### config.mk
export PLATFORM = sky130hd
export DESIGN_NAME = ps2_keycode_source_flat
export DESIGN_NICKNAME = d
export VERILOG_FILES = /design/src/rtl/ps2_keycode_source_if.sv /design/src/rtl/ps2_keycode_source.sv /design/src/flat_wrapper.sv
export SDC_FILE = /design/constraint.sdc
export NUM_CORES = 1
export LEC_CHECK = 0
export CAP_MARGIN = 20
export CORE_MARGIN = 1.5
export CORE_UTILIZATION = 50
export DETAILED_ROUTE_END_ITERATION = 7
export HOLD_SLACK_MARGIN = 0.06
export PLACE_DENSITY_LB_ADDON = 0.3
export SKIP_CTS_REPAIR_TIMING = 1
export SLEW_MARGIN = 20
export SYNTH_ARGS = -nofsm -noshare
export SYNTH_HDL_FRONTEND = slang
export SYNTH_SLANG_ARGS = --single-unit
export TNS_END_PERCENT = 20
### constraint.sdc
create_clock -name Clk -period 2.7 [get_ports Clk]
set_input_delay 0.54 -clock Clk [delete_from_list [all_inputs] [get_ports Clk]]
set_output_delay 0.54 -clock Clk [all_outputs]
set_load 0.02 [all_outputs]
### src/rtl/ps2_keycode_source_if.sv
// Keycode bus between the PS/2 keyboard front end and the game logic.
// The source side drives the held movement code plus its two status pulses.
interface ps2_keycode_source_if;
  logic [7:0] keycode;
  logic       key_valid;
  logic       frame_err;

  modport master (
    output keycode,
    output key_valid,
    output frame_err
  );

  modport slave (
    input keycode,
    input key_valid,
    input frame_err
  );
endinterface

### src/rtl/ps2_keycode_source.sv
// PS/2 set-2 keyboard front end for the ball/pacman mover.
// Conditions the raw PS/2 pins, deframes 11-bit frames, decodes make/break/extended
// sequences and holds the HID code of the current movement key (00 when released).
module ps2_keycode_source #(
  parameter int FILTER_LEN = 8,
  parameter int TIMEOUT    = 100000
) (
  input  logic                 Clk,
  input  logic                 Reset,
  input  logic                 ps2_clk,
  input  logic                 ps2_data,
  ps2_keycode_source_if.master kc
);

  localparam int FCW = (FILTER_LEN > 2) ? $clog2(FILTER_LEN) : 1;
  localparam int TW  = $clog2(TIMEOUT);

  localparam logic [FCW-1:0] FILT_LAST = FCW'(FILTER_LEN - 1);
  localparam logic [TW-1:0]  TO_LAST   = TW'(TIMEOUT - 1);
  localparam logic [TW-1:0]  TO_MAX    = '1;

  typedef enum logic [1:0] {
    IDLE,
    DATA,
    PARITY,
    STOP
  } frame_state_t;

  typedef enum logic [1:0] {
    D_BASE,
    D_BRK,
    D_EXT,
    D_EXTBRK
  } dec_state_t;

  logic           clk_s1, clk_s2;
  logic           data_s1, data_s2;
  logic           filt_clk, filt_clk_d;
  logic [FCW-1:0] filt_cnt;
  logic           strobe;

  frame_state_t   f_state, f_state_next;
  logic [3:0]     bit_cnt, bit_cnt_next;
  logic [7:0]     shift_reg, shift_next;
  logic [TW-1:0]  to_cnt, to_cnt_next;
  logic           byte_rdy, byte_rdy_next;
  logic           frame_err;

  dec_state_t     d_state, d_state_next;
  logic [7:0]     keycode_q, keycode_next;
  logic           key_valid_q, key_valid_next;
  logic           is_prefix;
  logic           use_ext;
  logic [8:0]     mapped;

  // Looks up a scancode in the base or extended table; bit 8 flags a movement key.
  function automatic logic [8:0] map_code(input logic ext, input logic [7:0] sc);
    logic [8:0] res;
    res = 9'h000;
    if (!ext) begin
      case (sc)
        8'h1D:   res = {1'b1, 8'h1A};
        8'h1C:   res = {1'b1, 8'h04};
        8'h1B:   res = {1'b1, 8'h16};
        8'h23:   res = {1'b1, 8'h07};
        default: res = 9'h000;
      endcase
    end else begin
      case (sc)
        8'h75:   res = {1'b1, 8'h1A};
        8'h6B:   res = {1'b1, 8'h04};
        8'h72:   res = {1'b1, 8'h16};
        8'h74:   res = {1'b1, 8'h07};
        default: res = 9'h000;
      endcase
    end
    return res;
  endfunction

  // Two-flop synchronizers; both pins idle high, so reset them high.
  always_ff @(posedge Clk) begin
    if (!Reset) begin
      clk_s1  <= 1'b1;
      clk_s2  <= 1'b1;
      data_s1 <= 1'b1;
      data_s2 <= 1'b1;
    end else begin
      clk_s1  <= ps2_clk;
      clk_s2  <= clk_s1;
      data_s1 <= ps2_data;
      data_s2 <= data_s1;
    end
  end

  // Glitch filter: the filtered clock follows the pin only after FILTER_LEN differing samples in a row.
  always_ff @(posedge Clk) begin
    if (!Reset) begin
      filt_clk   <= 1'b1;
      filt_clk_d <= 1'b1;
      filt_cnt   <= '0;
    end else begin
      filt_clk_d <= filt_clk;
      if (clk_s2 == filt_clk) begin
        filt_cnt <= '0;
      end else if (filt_cnt == FILT_LAST) begin
        filt_clk <= clk_s2;
        filt_cnt <= '0;
      end else begin
        filt_cnt <= filt_cnt + FCW'(1);
      end
    end
  end

  assign strobe = filt_clk_d & ~filt_clk;

  // Frame FSM registers, including the abort timer and the one-cycle byte-ready flag.
  always_ff @(posedge Clk) begin
    if (!Reset) begin
      f_state   <= IDLE;
      bit_cnt   <= '0;
      shift_reg <= '0;
      to_cnt    <= '0;
      byte_rdy  <= 1'b0;
    end else begin
      f_state   <= f_state_next;
      bit_cnt   <= bit_cnt_next;
      shift_reg <= shift_next;
      to_cnt    <= to_cnt_next;
      byte_rdy  <= byte_rdy_next;
    end
  end

  // Frame FSM next state: steps on falling edges only; an expiring timer aborts unless an edge arrives that cycle.
  always_comb begin
    f_state_next  = f_state;
    bit_cnt_next  = bit_cnt;
    shift_next    = shift_reg;
    byte_rdy_next = 1'b0;
    frame_err     = 1'b0;
    to_cnt_next   = to_cnt;

    if (strobe) begin
      case (f_state)
        IDLE: begin
          if (!data_s2) begin
            f_state_next = DATA;
            bit_cnt_next = 4'd0;
          end
        end
        DATA: begin
          shift_next   = {data_s2, shift_reg[7:1]};
          bit_cnt_next = bit_cnt + 4'd1;
          if (bit_cnt == 4'd7) begin
            f_state_next = PARITY;
          end
        end
        PARITY: begin
          if (^{shift_reg, data_s2}) begin
            f_state_next = STOP;
          end else begin
            frame_err    = 1'b1;
            f_state_next = IDLE;
          end
        end
        STOP: begin
          if (data_s2) begin
            byte_rdy_next = 1'b1;
          end else begin
            frame_err = 1'b1;
          end
          f_state_next = IDLE;
        end
        default: f_state_next = IDLE;
      endcase
    end else if ((f_state != IDLE) && (to_cnt == TO_LAST)) begin
      frame_err    = 1'b1;
      f_state_next = IDLE;
    end

    if (strobe || (f_state == IDLE)) begin
      to_cnt_next = '0;
    end else if (to_cnt != TO_MAX) begin
      to_cnt_next = to_cnt + TW'(1);
    end
  end

  assign is_prefix = (shift_reg == 8'hE0) || (shift_reg == 8'hF0);
  assign use_ext   = (d_state == D_EXT) || (d_state == D_EXTBRK);
  assign mapped    = map_code(use_ext, shift_reg);

  // Decoder registers and the held keycode output.
  always_ff @(posedge Clk) begin
    if (!Reset) begin
      d_state     <= D_BASE;
      keycode_q   <= 8'h00;
      key_valid_q <= 1'b0;
    end else begin
      d_state     <= d_state_next;
      keycode_q   <= keycode_next;
      key_valid_q <= key_valid_next;
    end
  end

  // Decoder next state: prefixes steer the state, code bytes press or release; stray prefixes are ignored.
  always_comb begin
    d_state_next   = d_state;
    keycode_next   = keycode_q;
    key_valid_next = 1'b0;

    if (byte_rdy) begin
      case (d_state)
        D_BASE: begin
          if (shift_reg == 8'hF0) begin
            d_state_next = D_BRK;
          end else if (shift_reg == 8'hE0) begin
            d_state_next = D_EXT;
          end else if (mapped[8]) begin
            keycode_next   = mapped[7:0];
            key_valid_next = 1'b1;
          end
        end
        D_BRK, D_EXTBRK: begin
          if (!is_prefix) begin
            d_state_next = D_BASE;
            if (mapped[8] && (keycode_q == mapped[7:0])) begin
              keycode_next   = 8'h00;
              key_valid_next = 1'b1;
            end
          end
        end
        D_EXT: begin
          if (shift_reg == 8'hF0) begin
            d_state_next = D_EXTBRK;
          end else if (shift_reg != 8'hE0) begin
            d_state_next = D_BASE;
            if (mapped[8]) begin
              keycode_next   = mapped[7:0];
              key_valid_next = 1'b1;
            end
          end
        end
        default: d_state_next = D_BASE;
      endcase
    end
  end

  assign kc.keycode   = keycode_q;
  assign kc.key_valid = key_valid_q;
  assign kc.frame_err = frame_err;

endmodule

### src/flat_wrapper.sv
// flat-port wrapper written by rule: the top's interface ports become plain ports
module ps2_keycode_source_flat 
#(
  parameter int FILTER_LEN = 8,
  parameter int TIMEOUT    = 100000
)
  (Clk, Reset, ps2_clk, ps2_data, kc_keycode, kc_key_valid, kc_frame_err);
  ps2_keycode_source_if kc_i ();
  input  logic Clk;
  input  logic Reset;
  input  logic ps2_clk;
  input  logic ps2_data;
  output wire logic [$bits(kc_i.keycode)-1:0] kc_keycode;
  output wire logic [$bits(kc_i.key_valid)-1:0] kc_key_valid;
  output wire logic [$bits(kc_i.frame_err)-1:0] kc_frame_err;
  assign kc_keycode = kc_i.keycode;
  assign kc_key_valid = kc_i.key_valid;
  assign kc_frame_err = kc_i.frame_err;
  ps2_keycode_source #(.FILTER_LEN(FILTER_LEN), .TIMEOUT(TIMEOUT)) u_core (.Clk(Clk), .Reset(Reset), .ps2_clk(ps2_clk), .ps2_data(ps2_data), .kc(kc_i));
endmodule
* Word-level counts from Yosys, hierarchy flattened
Index checks and enable logic that the tools add are counted.
** Storage, ports and cells
- Register bits after elaboration :: 52
- Word-level logic and storage cells :: 117
- Output and inout bits :: 10
** Operators by class
- Bitwise operators :: 4
- Equality and inequality tests :: 34
- $add $sub $neg :: 3
- Multiplexer cells :: 39
- Reduce and logical (&&, ||, !) cells :: 22
** Operator list (number)
- one-hot mux 9 bit (4 select lines) :: 2
- 2-to-1 mux 8 bit :: 7
- equality test 8 x 7 -> 1 bit, second input constant :: 4
- equality test 8 x 5 -> 1 bit, second input constant :: 3
- one-hot mux 8 bit (3 select lines) :: 1
- 2-to-1 mux 2 bit :: 10
- adder 17 x 1 -> 17 bit, second input constant :: 1
- equality test 17 bit, second input constant :: 1
- inequality test 17 bit, second input constant :: 1
- equality test 8 bit, second input constant :: 2
- 2-to-1 mux 1 bit :: 12
- inequality test 2 bit, second input constant :: 6
- 2-to-1 mux 9 bit :: 1
- AND reduction 3 bit :: 3
- parity 9 bit :: 1
- equality test 2 bit, second input constant :: 4
- equality test 8 x 6 -> 1 bit, second input constant :: 1
- equality test 8 bit :: 1
- inequality test 8 bit, second input constant :: 1
- one-hot mux 2 bit (4 select lines) :: 1
- one-hot mux 4 bit (2 select lines) :: 1
- AND reduction 7 bit :: 1
- inequality test 3 bit, second input constant :: 2
- one-hot mux 2 bit (3 select lines) :: 1
- other kinds (22) :: 34

* Logic depth before layout (Yosys ltp)
- Word-level depth :: 8
- Gate-level depth with buffers :: 11
- Gate-level depth less buffers :: 10

* Least setup slack after synthesis
Ideal clock, no wire load.
- Path kind :: register to output
- Start point :: register u_core.shift_reg[1]
- End point :: output port kc_frame_err
- Cell stages (with the launch flop) :: 7
- Setup slack :: 0.169 ns
- Data arrival time :: 1.991 ns
- Path through :: dfxtp_1 -> buf_2 -> xor2_1 -> xnor3_1 -> xnor2_1 -> o21ai_0 -> o21ai_0
** Between the ends
- Longest elaborated chain between the ends :: 4
** RTL lines
- start: declaration :: line ps2_keycode_source.sv:44 : logic [7:0] shift_reg, shift_next;
- start signal: assignment :: line ps2_keycode_source.sv:127 : shift_reg <= shift_next;
- parity 9 bit :: line ps2_keycode_source.sv:158 : if (^{shift_reg, data_s2}) begin
- 2-to-1 mux 1 bit :: line ps2_keycode_source.sv:158
- one-hot mux 1 bit (2 select lines) :: line ps2_keycode_source.sv:143 : case (f_state)
- 2-to-1 mux 1 bit :: line ps2_keycode_source.sv:142 : if (strobe) begin
- end: declaration :: line flat_wrapper.sv:15 : output wire logic [$bits(kc_i.frame_err)-1:0] kc_frame_err;
No other way between the ends.

* Worst setup path in the final report
- Start point :: register u_core.shift_reg[7]
- End point :: output port kc_frame_err
The elaborated chain is that of the path after synthesis.

==> impl_metrics.prom <==
# TYPE chip_impl_metric gauge
chip_impl_metric{name="pin_count_of_the_biggest_net_entering_global_routing",unit=""} 27
chip_impl_info{name="hold_end",value="u_core.clk_s2$_SDFF_PN1_"} 1
chip_impl_metric{name="worstHoldPathCells",unit=""} 1
chip_impl_metric{name="avgSynthCellArea",unit="µm²"} 8.77
chip_impl_info{name="commonest_cells_after_routing_fill_and_taps_aside",value="sky130_fd_sc_hd__dfxtp_1, sky130_fd_sc_hd__nand2_1, sky130_fd_sc_hd__nor2_1, sky130_fd_sc_hd__buf_4"} 1
chip_impl_metric{name="maxCapViolCount",unit=""} 0
chip_impl_info{name="crit_slowest_cell",value="sky130_fd_sc_hd__xnor3_1"} 1
chip_impl_metric{name="finalCoreUtilization",unit=""} 0.576
chip_impl_metric{name="vias",unit=""} 2288
chip_impl_info{name="clock_tree_root_driver_cell",value="sky130_fd_sc_hd__clkbuf_8"} 1
chip_impl_metric{name="p_total",unit="mW"} 1.38
chip_impl_metric{name="syn-instance-count",unit=""} 322
chip_impl_metric{name="fillerInstances",unit=""} 525
chip_impl_metric{name="grt_antenna_before_repair",unit=""} 0
chip_impl_metric{name="timing.final.crit_share",unit=""} 0.932
chip_impl_metric{name="synth_cell_types",unit=""} 67
chip_impl_metric{name="post-dp-hpwl",unit="µm"} 3890
chip_impl_metric{name="initial_utilization",unit=""} 0.516
chip_impl_metric{name="cts_buffers",unit=""} 5
chip_impl_metric{name="first_global_vias",unit=""} 2141
chip_impl_metric{name="worst_hold_slack",unit="ns"} 0.421
chip_impl_info{name="yosys_most_used_dff",value="sky130_fd_sc_hd__dfxtp_1"} 1
chip_impl_metric{name="fmax",unit="MHz"} 398
chip_impl_info{name="cts_tree",value="built"} 1
chip_impl_metric{name="timing.clock.skew",unit="ns"} 0.00947
chip_impl_metric{name="cts.reportedPaths.clkPinSlew",unit="ns"} 0.10
chip_impl_metric{name="powerDensity",unit="mW/mm²"} 438
chip_impl_info{name="startpoint_type",value="flip-flop"} 1
chip_impl_info{name="cp-end-kind",value="primary output"} 1
chip_impl_metric{name="layoutNonFillerInstCount",unit=""} 408
chip_impl_metric{name="grt_remaining_overflow",unit=""} 0
chip_impl_metric{name="crit_buf_inv",unit=""} 1
chip_impl_metric{name="synth.top_cell.area_share",unit=""} 0.347
chip_impl_metric{name="num_antenna_cells",unit=""} 0
chip_impl_info{name="crit-reg2reg-capture",value="u_core.kc.keycode[0]$_SDFFE_PN0P_"} 1
chip_impl_metric{name="mappedNetlistArea",unit="mm²"} 0.00283
chip_impl_metric{name="worst_ep_arrival_time",unit="ns"} 1.98
chip_impl_metric{name="core_area",unit="mm²"} 0.00547
chip_impl_metric{name="power.static_leakage",unit="nW"} 1.07
chip_impl_metric{name="cts_buffer_depth",unit=""} 2
chip_impl_info{name="synth.top_cells.by_area",value="sky130_fd_sc_hd__dfxtp_1, sky130_fd_sc_hd__nand2_1, sky130_fd_sc_hd__xnor2_1"} 1
chip_impl_metric{name="r2r_slack",unit="ns"} 0.25
chip_impl_metric{name="drive_above_1_share",unit=""} 0.122
chip_impl_metric{name="timing.critical_path.required",unit="ns"} 2.16
chip_impl_metric{name="number_of_synthesized_register_bits",unit=""} 49
chip_impl_metric{name="area_of_the_die",unit="mm²"} 0.00611
chip_impl_metric{name="finalWorstSetupSlack",unit="ns"} 0.185
chip_impl_metric{name="final_instance_area",unit="mm²"} 0.00315
chip_impl_info{name="r2r-start",value="u_core.shift_reg[5]$_SDFFE_PN0P_"} 1
chip_impl_metric{name="synth_warnings",unit=""} 0
chip_impl_metric{name="max-slew-margin-rel",unit=""} 0.584
chip_impl_info{name="final_common_cell",value="sky130_fd_sc_hd__dfxtp_1"} 1
chip_impl_metric{name="edff_count_synth",unit=""} 0
chip_impl_metric{name="gr-usage-all-layers",unit=""} 0.198
chip_impl_metric{name="finalHoldViolCount",unit=""} 0
chip_impl_metric{name="area.growth.synth_to_final",unit="%"} 11.6
chip_impl_metric{name="initialDrtViolationCount",unit=""} 145
chip_impl_metric{name="h-tree-depth",unit=""} 2
chip_impl_metric{name="clock_insertion_delay_worst_skew",unit="ns"} 0.31
chip_impl_metric{name="grt_pass1_wl",unit="µm"} 9750
chip_impl_metric{name="largest_reg_flops",unit=""} 17
chip_impl_info{name="synth_largest_area_cell",value="sky130_fd_sc_hd__dfxtp_1"} 1
chip_impl_metric{name="num_rows",unit=""} 27
chip_impl_metric{name="count_of_unresolved_drc_violations_after_routing",unit=""} 0
chip_impl_metric{name="post-place-ws",unit="ns"} 0.0509
chip_impl_metric{name="detail_route.wl_per_cell",unit="µm"} 13.3
chip_impl_metric{name="globalplace.congestion",unit=""} 0.836
chip_impl_metric{name="detail_route.vias_per_cell",unit=""} 5.61
chip_impl_metric{name="placed_cells_incl_taps",unit=""} 400
chip_impl_metric{name="final.setup.tns",unit="ns"} 0
chip_impl_info{name="outcome",value="complete, no violations"} 1
chip_impl_metric{name="final-setup-viol-count",unit=""} 0
chip_impl_info{name="timing.setup.critical_path_class",value="flip-flop to primary output"} 1
chip_impl_metric{name="placedInstanceArea",unit="mm²"} 0.00301
chip_impl_info{name="crit_path_frequent_cell",value="sky130_fd_sc_hd__o21ai_0"} 1
chip_impl_metric{name="nets",unit=""} 344
chip_impl_metric{name="path_max_fanout",unit=""} 3
chip_impl_metric{name="synth_seq_area_share",unit=""} 0.347
chip_impl_metric{name="tightestPinTransition",unit="ns"} 0.618
chip_impl_metric{name="timing.critical_path.slowest_cell_delay",unit="ns"} 0.47
chip_impl_metric{name="routed_wirelength",unit="µm"} 5440
chip_impl_metric{name="worst_r2r_path_depth",unit=""} 7
chip_impl_info{name="min-delay-start",value="u_core.clk_s1$_SDFF_PN1_"} 1
chip_impl_metric{name="placement.io_buffers",unit=""} 10
chip_impl_metric{name="final-max-slew-violation-count",unit=""} 0
chip_impl_info{name="timing.critical_path.max_delay_family",value="XOR/XNOR gates"} 1
chip_impl_metric{name="drt-pass1-iter-count",unit=""} 4
chip_impl_metric{name="die_y",unit="µm"} 78.2
chip_impl_metric{name="postRouteAntennaNets",unit=""} 0
chip_impl_metric{name="design.portCount",unit=""} 14
chip_impl_info{name="holdCritPathClass",value="flip-flop to flip-flop"} 1
chip_impl_info{name="crit_path_cell_trace",value="xnor2_1 -> xnor3_1 -> xnor2_2 -> o21ai_0 -> o21ai_0 -> clkbuf_2"} 1
chip_impl_metric{name="final_period_minus_worst_setup_slack",unit="ns"} 2.52
chip_impl_metric{name="synthArstFlopShare",unit=""} 0
chip_impl_metric{name="vdd.ir_drop.worst",unit="mV"} 0.287
chip_impl_metric{name="clkSinkCount",unit=""} 49
chip_impl_metric{name="dieWidth",unit="µm"} 78.2
Yosys cell counts (3+ instances only):
| master | count |
|---|---|
| sky130_fd_sc_hd__clkbuf_1 | 7 |
| sky130_fd_sc_hd__ha_1 | 5 |
| sky130_fd_sc_hd__nor4_1 | 6 |
| sky130_fd_sc_hd__nor2_1 | 28 |
| sky130_fd_sc_hd__o32ai_1 | 4 |
| sky130_fd_sc_hd__and3_1 | 4 |
| sky130_fd_sc_hd__nand2_1 | 33 |
| sky130_fd_sc_hd__nand3b_1 | 4 |
| sky130_fd_sc_hd__nor3b_1 | 6 |
| sky130_fd_sc_hd__nand3_1 | 12 |
| sky130_fd_sc_hd__a21oi_1 | 4 |
| sky130_fd_sc_hd__buf_4 | 3 |
| sky130_fd_sc_hd__dfxtp_1 | 49 |
| sky130_fd_sc_hd__a21boi_0 | 11 |
| sky130_fd_sc_hd__nor3_1 | 8 |
| sky130_fd_sc_hd__mux2i_1 | 3 |
| sky130_fd_sc_hd__and2_1 | 5 |
| sky130_fd_sc_hd__xor2_1 | 10 |
| sky130_fd_sc_hd__a22oi_1 | 3 |
| sky130_fd_sc_hd__buf_2 | 7 |
| sky130_fd_sc_hd__nand4_1 | 5 |
| sky130_fd_sc_hd__nand2b_1 | 11 |
| sky130_fd_sc_hd__o21ai_0 | 10 |
| sky130_fd_sc_hd__a2bb2oi_1 | 3 |
| sky130_fd_sc_hd__nor2b_1 | 8 |
| sky130_fd_sc_hd__inv_1 | 8 |
| sky130_fd_sc_hd__xnor2_1 | 13 |
worst max path at each step:
stage | start | to | cells after the start
2_1_floorplan | u_core.shift_reg[1]$_SDFFE_PN0P_ | kc_frame_err | 6
3_3_place_gp | u_core.shift_reg[2]$_SDFFE_PN0P_ | kc_frame_err | 6
3_5_place_dp | u_core.shift_reg[2]$_SDFFE_PN0P_ | kc_frame_err | 6
4_1_cts | u_core.shift_reg[1]$_SDFFE_PN0P_ | kc_frame_err | 6
5_1_grt | u_core.shift_reg[7]$_SDFFE_PN0P_ | kc_frame_err | 6
6_report | u_core.shift_reg[7]$_SDFFE_PN0P_ | kc_frame_err | 6
where the power goes:
group	total [mW]	switching [mW]	internal (mW)
logic	0.0274	0.0148	0.0125
clock network	0.627	0.254	0.373
registers	0.727	0.00192	0.725
total	1.38	0.271	1.11
area by class of cell:
class,count,area [µm²],area share
clock inverter,3,68.8,0.0218
timing repair buffer,23,193,0.0611
tap,72,90.1,0.0286
inverter,9,33.8,0.0107
clock buffer,5,68.8,0.0218
multi-input combinational,247,1720,0.545
sequential,49,981,0.311
layer usage:
metal / up-vias / GRT usage / share of wire
met3: 6 / 0.0465 / 0.027
met5: - / 0 / 0
met1: 1073 / 0.253 / 0.48
met2: 35 / 0.325 / 0.48
met4: 0 / 0.0750 / 0.011
li1: 1174 / - / -
cell families (layout without fill, tap and decap cells):
kind of cell,Yosys count,count (layout),synth area share
and+or+nand+nor,152,152,0.311
muxes,3,3,0.0106
xor gates and xnor gates,24,24,0.0793
DFF,49,49,0.347
AOI/OAI and AO/OA,60,60,0.179
other,1,3,0.00133
adders and majority gates,5,5,0.0221
buffers and inverters,28,40,0.0496
Note: power is estimated with default switching activity, not from simulation.
